<file path="src/rtl/mtr_pkg.sv">
// Shared types and constants for the motor duty sequencer.
package mtr_pkg;
  localparam int DUTY_W = 11;
  localparam logic [DUTY_W-1:0] DUTY_MAX = 11'h7FF;

  typedef enum logic [1:0] {RUN, RAMP_DN, DEAD} chan_st_t;

  // |spd| with -2048 saturated to the largest representable duty
  function automatic logic [DUTY_W-1:0] spd_mag(input logic [11:0] spd);
    logic [11:0] neg;
    neg = ~spd + 12'd1;
    if (!spd[11]) return spd[DUTY_W-1:0];
    if (neg[11]) return DUTY_MAX;
    return neg[DUTY_W-1:0];
  endfunction
endpackage

</file>
<file path="src/rtl/mtr_chan_slew.sv">
// One motor channel: slew-limited duty plus ramp-down / dead-period sequence on reversal.
module mtr_chan_slew
  import mtr_pkg::*;
#(
  parameter int SLEW      = 64,
  parameter int DEAD_PRDS = 1
) (
  input  logic              clk,
  input  logic              rst,
  input  logic              upd,
  input  logic              kill,
  input  logic              hold,
  input  logic              en,
  input  logic              tgt_rev,
  input  logic [DUTY_W-1:0] tgt_mag,
  output logic [DUTY_W-1:0] duty,
  output logic              rev
);
  localparam int DC_W = (DEAD_PRDS > 1) ? $clog2(DEAD_PRDS + 1) : 1;
  localparam logic [DUTY_W:0] S12 = (DUTY_W + 1)'(SLEW);

  chan_st_t          st, st_nxt;
  logic [DC_W-1:0]   dead_cnt, dead_nxt;
  logic [DUTY_W-1:0] duty_nxt;
  logic              rev_nxt, eff_rev, ramp;
  logic [DUTY_W:0]   d12, m12, dn12, tw12;

  // one extra bit so the step compare never wraps
  always_comb begin
    eff_rev = en ? tgt_rev : rev;
    d12     = {1'b0, duty};
    m12     = en ? {1'b0, tgt_mag} : '0;
    dn12    = (d12 > S12) ? d12 - S12 : '0;
    if (m12 > d12)      tw12 = (m12 - d12 > S12) ? d12 + S12 : m12;
    else if (m12 < d12) tw12 = (d12 - m12 > S12) ? d12 - S12 : m12;
    else                tw12 = d12;
  end

  always_comb begin
    st_nxt   = st;
    duty_nxt = duty;
    rev_nxt  = rev;
    dead_nxt = dead_cnt;
    ramp     = 1'b0;
    if (kill) begin
      st_nxt   = RUN;
      duty_nxt = '0;
      dead_nxt = '0;
    end else if (upd && !hold) begin
      case (st)
        RUN: begin
          if (eff_rev == rev) duty_nxt = tw12[DUTY_W-1:0];
          else ramp = 1'b1;
        end
        RAMP_DN: ramp = 1'b1;
        DEAD: begin
          duty_nxt = '0;
          if (dead_cnt <= DC_W'(1)) begin
            dead_nxt = '0;
            rev_nxt  = eff_rev;
            st_nxt   = RUN;
          end else begin
            dead_nxt = dead_cnt - DC_W'(1);
          end
        end
        default: st_nxt = RUN;
      endcase
      if (ramp) begin
        duty_nxt = dn12[DUTY_W-1:0];
        if (dn12 == '0) begin
          st_nxt   = DEAD;
          dead_nxt = DC_W'(DEAD_PRDS);
        end else begin
          st_nxt = RAMP_DN;
        end
      end
    end
  end

  always_ff @(posedge clk or posedge rst) begin
    if (rst) begin
      st       <= RUN;
      duty     <= '0;
      rev      <= 1'b0;
      dead_cnt <= '0;
    end else begin
      st       <= st_nxt;
      duty     <= duty_nxt;
      rev      <= rev_nxt;
      dead_cnt <= dead_nxt;
    end
  end
endmodule

</file>
<file path="src/rtl/mtr_duty_ctrl.sv">
// Left/right PWM duty sequencer: period counter, target capture, over-current fault latch.
module mtr_duty_ctrl
  import mtr_pkg::*;
#(
  parameter int SLEW      = 64,
  parameter int DEAD_PRDS = 1,
  parameter int OVR_LIM   = 16
) (
  input  logic              clk,
  input  logic              rst,
  input  logic              en,
  input  logic              spd_vld,
  input  logic [11:0]       lft_spd,
  input  logic [11:0]       rght_spd,
  input  logic              ovr_i,
  input  logic              fault_clr,
  output logic [DUTY_W-1:0] lft_duty,
  output logic [DUTY_W-1:0] rght_duty,
  output logic              lft_rev,
  output logic              rght_rev,
  output logic              prd_strt,
  output logic              fault
);
  localparam int OVR_W = $clog2(OVR_LIM + 1);

  logic [DUTY_W-1:0] prd_cnt, lft_tgt_mag, rght_tgt_mag;
  logic              lft_tgt_rev, rght_tgt_rev;
  logic              upd, fault_set, fault_rel;
  logic [OVR_W-1:0]  ovr_cnt;

  assign upd       = (prd_cnt == DUTY_MAX);
  assign fault_set = ovr_i & ~fault & (ovr_cnt == OVR_W'(OVR_LIM - 1));
  assign fault_rel = fault & fault_clr & ~ovr_i;

  always_ff @(posedge clk or posedge rst) begin
    if (rst) begin
      prd_cnt  <= '0;
      prd_strt <= 1'b0;
    end else begin
      prd_cnt  <= prd_cnt + 11'd1;
      prd_strt <= upd;
    end
  end

  always_ff @(posedge clk or posedge rst) begin
    if (rst) begin
      ovr_cnt <= '0;
      fault   <= 1'b0;
    end else begin
      if (!ovr_i) ovr_cnt <= '0;
      else if (ovr_cnt != OVR_W'(OVR_LIM)) ovr_cnt <= ovr_cnt + OVR_W'(1);
      if (fault_set) fault <= 1'b1;
      else if (fault_rel) fault <= 1'b0;
    end
  end

  // on fault release the target direction follows the live direction so no reversal is queued
  always_ff @(posedge clk or posedge rst) begin
    if (rst) begin
      lft_tgt_mag  <= '0;
      rght_tgt_mag <= '0;
      lft_tgt_rev  <= 1'b0;
      rght_tgt_rev <= 1'b0;
    end else if (fault_rel) begin
      lft_tgt_mag  <= '0;
      rght_tgt_mag <= '0;
      lft_tgt_rev  <= lft_rev;
      rght_tgt_rev <= rght_rev;
    end else if (spd_vld && !fault) begin
      lft_tgt_mag  <= spd_mag(lft_spd);
      rght_tgt_mag <= spd_mag(rght_spd);
      lft_tgt_rev  <= lft_spd[11];
      rght_tgt_rev <= rght_spd[11];
    end
  end

  mtr_chan_slew #(.SLEW(SLEW), .DEAD_PRDS(DEAD_PRDS)) u_lft (
    .clk     (clk),
    .rst     (rst),
    .upd     (upd),
    .kill    (fault_set),
    .hold    (fault),
    .en      (en),
    .tgt_rev (lft_tgt_rev),
    .tgt_mag (lft_tgt_mag),
    .duty    (lft_duty),
    .rev     (lft_rev)
  );

  mtr_chan_slew #(.SLEW(SLEW), .DEAD_PRDS(DEAD_PRDS)) u_rght (
    .clk     (clk),
    .rst     (rst),
    .upd     (upd),
    .kill    (fault_set),
    .hold    (fault),
    .en      (en),
    .tgt_rev (rght_tgt_rev),
    .tgt_mag (rght_tgt_mag),
    .duty    (rght_duty),
    .rev     (rght_rev)
  );
endmodule

</file>
<file path="config.mk">
export PLATFORM = sky130hd
export DESIGN_NAME = mtr_duty_ctrl
export DESIGN_NICKNAME = d
export VERILOG_FILES = /design/src/rtl/mtr_pkg.sv /design/src/rtl/mtr_chan_slew.sv /design/src/rtl/mtr_duty_ctrl.sv
export SDC_FILE = /design/constraint.sdc
export NUM_CORES = 1
export LEC_CHECK = 0
export BUFFER_PORTS_ARGS = -buffer_cell sky130_fd_sc_hd__buf_2
export CAP_MARGIN = 10
export CORE_MARGIN = 5
export CORE_UTILIZATION = 35
export CTS_BUF_LIST = sky130_fd_sc_hd__clkbuf_2
export CTS_CLUSTER_DIAMETER = 60
export DETAILED_ROUTE_END_ITERATION = 6
export PLACE_DENSITY = 0.51
export SETUP_SLACK_MARGIN = 0.1
export SLEW_MARGIN = 40
export SYNTH_ARGS = -nofsm -noshare
export SYNTH_HDL_FRONTEND = slang
export SYNTH_SLANG_ARGS = --single-unit
</file>
<file path="constraint.sdc">
create_clock -name clk -period 6.4 [get_ports clk]
set_input_delay 0.64 -clock clk [delete_from_list [all_inputs] [get_ports clk]]
set_output_delay 0.64 -clock clk [all_outputs]
set_load 0.01 [all_outputs]
</file>
=== Yosys cells after proc, flatten, opt, wreduce, memory -nomap -nowiden ===
Index checks and enable logic that the tools add are counted.

* Register bits after elaboration: 72
* Output and inout port bits: 26

* Add/subtract/negate cells: 14
* Order comparisons: 12
* Equal/unequal tests: 18
* Multiplexer cells: 90
* Bitwise operators: 9
* Reductions and logical operators: 20

{| class="wikitable"
|+ Operator list
! kind !! number
|-
| $mux 11 || 30
|-
| $gt 12x7->1 const B || 4
|-
| $pmux 11 s2 || 2
|-
| $mux 1 || 40
|-
| $add 12x1->12 const B || 2
|-
| $gt 12x11->1 || 2
|-
| $logic_not 12->1 || 2
|-
| $lt 12x11->1 || 2
|-
| $mux 12 || 2
|-
| $not 12->12 || 2
|-
| $sub 11x12->12 || 2
|-
| $sub 11x7->12 const B || 2
|-
| $sub 12x11->12 || 2
|-
| $add 11x7->11 const B || 2
|-
| $gt 11x7->1 const B || 2
|-
| $mux 2 || 10
|-
| $ne 4x2->1 const B || 4
|-
| $reduce_and 4->1 || 4
|-
| $add 11x1->11 const B || 1
|-
| $eq 11x11->1 const B || 1
|-
| $mux 5 || 2
|-
| $ne 5x2->1 const B || 2
|-
| $pmux 2 s2 || 2
|-
| $reduce_bool 4->1 || 2
|-
| other kinds (19) || 37
|}

=== Longest topological paths before layout ===
* Depth after elaboration: 11
* Mapped depth: 18
* Gate-level depth less buffers: 13

=== Hierarchy ===
Synthesis repeated with hierarchy kept, for this count alone.

* Cells, all modules: 919
* Area, all modules: 7,260.7 sq um

{| class="wikitable"
|+ By module, submodules not included
! module !! instances !! cells an instance !! area each (sq um) !! seq. area each (sq um)
|-
| mtr_chan_slew at u_lft || 1 || 345 || 2,519.9 || 350.3
|-
| mtr_duty_ctrl || 1 || 265 || 2,384.8 || 1,051.0
|-
| mtr_chan_slew at u_rght || 1 || 309 || 2,356.0 || 350.3
|}

=== Worst setup path before layout ===
No wires, ideal clock.

* Path kind: input -> register
* From: input en
* To: register u_lft.duty[2]
* Setup time: 122 ps
* Data arrival time: 4,532 ps
* Data required time: 6,278 ps
* Setup slack: 1,746 ps
* Cell stages on the path: 17
* Path through: buf_2 > buf_2 > buf_1 > buf_1 > buf_1 > nand2_1 > ha_1 > buf_2 > a21o_1 > a221o_1 > and3_1 > or4_1 > a222oi_1 > a31oi_1 > a21oi_1 > o211ai_2 > a32o_1

* Longest elaborated chain between the ends: 11
* Elaborated cells between the ends (all ways): 26
* Those cells by class: 2 x add/sub; 4 x order compare; 3 x eq/ne; 15 x mux; 2 x reduce/logical

{| class="wikitable"
|+ Ends and longest elaborated chain
! element !! RTL line !! RTL
|-
| start: declaration || mtr_duty_ctrl.sv:11 || <nowiki>input logic en,</nowiki>
|-
| $mux 11 || mtr_chan_slew.sv:32 || <nowiki>m12 = en ? {1'b0, tgt_mag} : '0;</nowiki>
|-
| $sub 11x12->12 || mtr_chan_slew.sv:35 || <nowiki>else if (m12 < d12) tw12 = (d12 - m12 > S12) ? d12 - S12 : m12;</nowiki>
|-
| $gt 12x7->1 || mtr_chan_slew.sv:35 ||
|-
| $mux 11 (2 in a row) || mtr_chan_slew.sv:35 ||
|-
| $mux 11 || mtr_chan_slew.sv:34 || <nowiki>if (m12 > d12) tw12 = (m12 - d12 > S12) ? d12 + S12 : m12;</nowiki>
|-
| $mux 11 || mtr_chan_slew.sv:52 || <nowiki>if (eff_rev == rev) duty_nxt = tw12[DUTY_W-1:0];</nowiki>
|-
| $pmux 11 s2 || mtr_chan_slew.sv:50 || <nowiki>case (st)</nowiki>
|-
| $mux 11 || mtr_chan_slew.sv:68 || <nowiki>if (ramp) begin</nowiki>
|-
| $mux 11 || mtr_chan_slew.sv:49 || <nowiki>end else if (upd && !hold) begin</nowiki>
|-
| $mux 11 || mtr_chan_slew.sv:45 || <nowiki>if (kill) begin</nowiki>
|-
| end signal: assignment || mtr_chan_slew.sv:88 || <nowiki>duty <= duty_nxt;</nowiki>
|-
| end: declaration || mtr_chan_slew.sv:16 || <nowiki>output logic [DUTY_W-1:0] duty,</nowiki>
|}

Several ways; a longest one is shown, not always the timed one. The select of a mux whose other input is x is not followed.
A chain may end at the register's enable or synchronous reset.

=== Worst setup path in the final report ===
* From: register u_lft.duty[7]
* To: register u_lft.duty[5]

* Longest elaborated chain between the ends: 10
* Elaborated cells between the ends (all ways): 19
* Those cells by class: 2 x add/sub; 5 x order compare; 1 x eq/ne; 10 x mux; 1 x reduce/logical

{| class="wikitable"
|+ Ends and longest elaborated chain
! element !! RTL line
|-
| $sub 11x12->12 || mtr_chan_slew.sv:35
|-
| $gt 12x7->1 || mtr_chan_slew.sv:35
|-
| $mux 11 (2 in a row) || mtr_chan_slew.sv:35
|-
| $mux 11 || mtr_chan_slew.sv:34
|-
| $mux 11 || mtr_chan_slew.sv:52
|-
| $pmux 11 s2 || mtr_chan_slew.sv:50
|-
| $mux 11 || mtr_chan_slew.sv:68
|-
| $mux 11 || mtr_chan_slew.sv:49
|-
| $mux 11 || mtr_chan_slew.sv:45
|}

Several ways; a longest one is shown, not always the timed one. The select of a mux whose other input is x is not followed.

==> metrics.sh <==
RUN_STATUS='finished clean'
NUMCLOCKSINKS=70
ROUTED_WIRELENGTH_MM=19.6
GRT_PASS1_WL_MM=32.1
INITIAL_CORE_UTIL=0.358
POSTCTSRESIZEDCELLS=0
FINAL-MAX-SLEW-VIOLATION-COUNT=0
FINAL_COMMON_CELL='sky130_fd_sc_hd__nand2_1'
CELLPOWERDENSITY_mW_PER_MM2=167
SEQUENTIAL_POWER_SHARE=0.427
POWER_SWITCHING_SHARE=0.410
TIMING.FMAX_MHz=247
POST_ROUTE_CELLS_DRIVE_ABOVE_1_SHARE=0.111
FINALNETCOUNT=981
DRT_FIRST_ITER_VIOLATIONS=448
SYNTH.LARGEST_AREA_CELL='sky130_fd_sc_hd__dfrtp_1'
CTS-ROOT-TO-SINK-BUFFERS=2
TRACK_USAGE=0.175
FLOORPLAN.CORE_AREA_SQ_MM=0.0189
MOST-COMMON-LAYOUT-CELLS='sky130_fd_sc_hd__nand2_1, sky130_fd_sc_hd__o21ai_0, sky130_fd_sc_hd__dfrtp_1, sky130_fd_sc_hd__a21oi_1, sky130_fd_sc_hd__buf_2'
CELLLEAKAGEPOWER_nW=3.39
PORT_BUFFERS=55
FINAL.PERIOD_UTILIZATION=0.634
DR_TOTAL_VIAS=6601
MULTI_INPUT_GATE_AREA_IN_THE_FINAL_LAYOUT_SQ_MM=0.00467
CLK_ROOT_BUFFER_CELL='sky130_fd_sc_hd__clkbuf_2'
NETLIST_INSTANCES=876
HPWL_DETAILED_MM=15.2
CRITPATHKIND='reg2reg'
YS_FF_LATCH=70
LAYOUT-AREA-OVERHEAD-VS-SYNTH_PCT=8.01
CRITPATHLAUNCHTYPE='flip-flop'
TRITONCTS='done'
CRIT_ARRIVAL_PS=4460
DIE-AREA_SQ_MM=0.0222
MAX_STAGE_DELAY_PS=560
POST_SYNTH_MAIN_AREA_CONTRIBUTORS='sky130_fd_sc_hd__dfrtp_1, sky130_fd_sc_hd__ha_1, sky130_fd_sc_hd__nand2_1'
RSZ0062_AT_GRT='no'
YS_TYPES=70
TOPROUTINGLAYERUSED='met4'
DETAILEDROUTE.FIRSTPASSITERATIONCOUNT=7
HOLD_CLASS='in2async'
CTS_MAX_LEVEL=3
DPL_WORST_SLACK_PS=1870
HEIGHT_OF_THE_DIE_UM=149
FINALSETUPVIOLATIONS=0
DETAIL_ROUTE.DRC_VIOLATIONS=0
SYNTH_TOP_FLOP_CELL='sky130_fd_sc_hd__dfrtp_1'
CLKPWRFRAC=0.169
VDD_DROP_MAX_V=0.000103
FINALWEIGHTEDCONGESTION=0.909
CLK_PIN_SLEW_WORST_PATHS_PS=190
CLK-INSERTION-DELAY-LATE_PS=500
CELL_INTERNAL_PWR_uW=721
POST_SYNTH.CELL_AREA_AVG_SQ_UM=7.72
POWER.SWITCHING_uW=501
POST-ROUTE-UTIL=0.387
TIMING.SLEW.HEADROOM=0.478
P_COMB_FRAC=0.404
VIAS_IN_THE_FIRST_GLOBAL_ROUTE=6057
FILLERS=2032
INITIAL_ANTENNA_VIOLATION_COUNT=1
POST_CTS_BUFFERS=0
NETLIST.AREA_LEADER.SHARE=0.259
ROUTED-WL-MET3_UM=903
VIAS_PER_CELL=5.65
GLOBALROUTE.TOTALOVERFLOW=0
SYNTH.YOSYS.WARNINGS=0
ROUTEDLENGTHMET1_MM=10.1
SETUP_WS_PS=2340
DRV_CAP=0
PLACEMENT_ROW_COUNT=50
MET2_WIRELENGTH_MM=8.39
PATH_CELLS='inv_1, ha_1, and2_1, a221o_1, and3_1, or4_1, a222oi_1, a31oi_1, a21oi_1, o211ai_2, a32o_1'
HOLD_VIOLATIONS=0
WORST-SLEW-PIN-TRANSITION_PS=780
FINALSETUPTNS_PS=0
ROUTE.ANTENNA.REMAINING_NETS=0
PERIOD_MINUS_WS_FINAL_PS=4060
CTS_INSERTED_BUFFERS=9
CP_DATA_REQUIRED_TIME_PS=6800
DIEWIDTH_UM=149
SETUP_SKEW_PS=14.6
IOS=56
GRT_MAX_DEGREE=71
POWER_mW=1.22
AVGROUTEDWIREPERCELL_UM=16.7
CRITPATHCAPTURETYPE='flip-flop'
NUMBER_OF_FLOPS_MAPPED_TO_ENABLE_CELLS_BY_YOSYS=0
POST_CTS_HOLD_BUFFER_COUNT=0
SYNTH.YOSYS.SEQ_AREA_SHARE=0.259
SYNTHESIS.AREA_SQ_MM=0.00676
CP_SLOWEST_CELL='sky130_fd_sc_hd__dfrtp_1'
FF_LATCH_AREA_SQ_MM=0.00175
MAPPEDNETLISTNETS=954
ASYNCSETRESETFLOPFRACSYNTH=1.00
CRIT_PATH_MAX_FANOUT=10
## metrics by stage
| step | cells | instance area, sq um | hold slack (ps) |
|---|---|---|---|
| 2_1_floorplan | 876 | 6760 | 441 |
| 3_3_place_gp | 1152 | 7210 | 456 |
| 3_5_place_dp | 1152 | 7220 | 458 |
| 4_1_cts | 1168 | 7300 | 234 |
| 5_1_grt | 1169 | 7300 | 265 |
| 6_report | 1169 | 7300 | 270 |
## power by group through the flow
| stage | sequential [mW] | clock (mW) | combinational (mW) |
|---|---|---|---|
| 6_report | 0.522 | 0.207 | 0.494 |
| 4_1_cts | 0.520 | 0.221 | 0.492 |
| 3_5_place_dp | 0.529 | 0 | 0.490 |
| 5_1_grt | 0.526 | 0.241 | 0.555 |
| 3_3_place_gp | 0.530 | 0 | 0.493 |
| 2_1_floorplan | 0.507 | 0 | 0.381 |
## metal layers
| metal | GRT usage | vias up |
|---|---|---|
| li1 | - | 3321 |
| met1 | 0.272 | 3080 |
| met2 | 0.256 | 184 |
| met3 | 0.0213 | 16 |
| met4 | 0.0407 | 0 |
| met5 | 0 | - |
## area by class of cell
cell class                 count  area share
clock buffer                  11     0.00754
antenna                        1    0.000343
sequential                    70       0.240
clock inverter                 5     0.00360
tap                          260      0.0445
inverter                      47      0.0242
multi-input combinational    718       0.640
timing repair buffer          57      0.0403
## kinds of logic (layout without fill, tap and decap cells)
group / after synthesis / after routing / share of synthesized area
xor+xnor: 30 / 30 / 0.0389
simple gates: 343 / 343 / 0.267
buf+inv: 88 / 120 / 0.0503
compound gates: 292 / 292 / 0.289
mux: 5 / 5 / 0.00777
other cells: 0 / 1 / 0
fa+ha+maj: 48 / 48 / 0.0888
flops: 70 / 70 / 0.259
## cell usage after synthesis, drive strengths merged, types with 4 or more instances
master and instances:
and4 4, and4b 4, xnor2 13, ha 48
a31oi 15, a22o 15, o211ai 13, xor2 17
nand4 5, o311ai 4, o2111ai 5, and3b 12
inv 47, or4 5, nor2b 20, nand2 106
o221ai 6, or2 11, or3 24, and2 9
nand3b 5, a31o 6, a21o 20, buf 13
o21ai 76, clkbuf 28, nor3b 4, o21a 10
a22oi 4, nor3 22, o41ai 4, nand2b 5
o31ai 7, nor2 47, a21oi 60, nand3 33
and3 13, a211oi 7, nor4 7, a2111oi 4
dfrtp 70, a32o 6
## worst max-delay path, delay by kind of cell, from the launching register on
family | cells | cell delay [ps]
simple gates | 3 | 920
compound gates | 6 | 1820
fa+ha+maj | 1 | 460
buf+inv | 1 | 210
flops | 1 | 560
## final timing paths
kind | cells after the start | from | slack, ps | end
setup / recovery | 11 | u_lft.duty[7] | 2340 | u_lft.duty[5]
hold / removal | 3 | rst | 270 | prd_strt
setup reg to reg | 11 | u_lft.duty[7] | 2340 | u_lft.duty[5]
hold reg to reg | 1 | prd_cnt[10] | 480 | prd_cnt[10]
max in group asynchronous | 3 | rst | 5700 | u_rght.duty[8]
min in group clk | 2 | fault_clr | 340 | fault
## state kept, by name, indices dropped and copies added (netlist names)
signal,flops
prd_strt,1
rght_tgt_rev,1
u_rght.st,2
u_rght.rev,1
u_lft.rev,1
u_lft.st,2
lft_tgt_mag,11
prd_cnt,11
fault,1
u_lft.duty,11
lft_tgt_rev,1
u_rght.duty,11
rght_tgt_mag,11
ovr_cnt,5
Power figures use the tool's default switching activity.
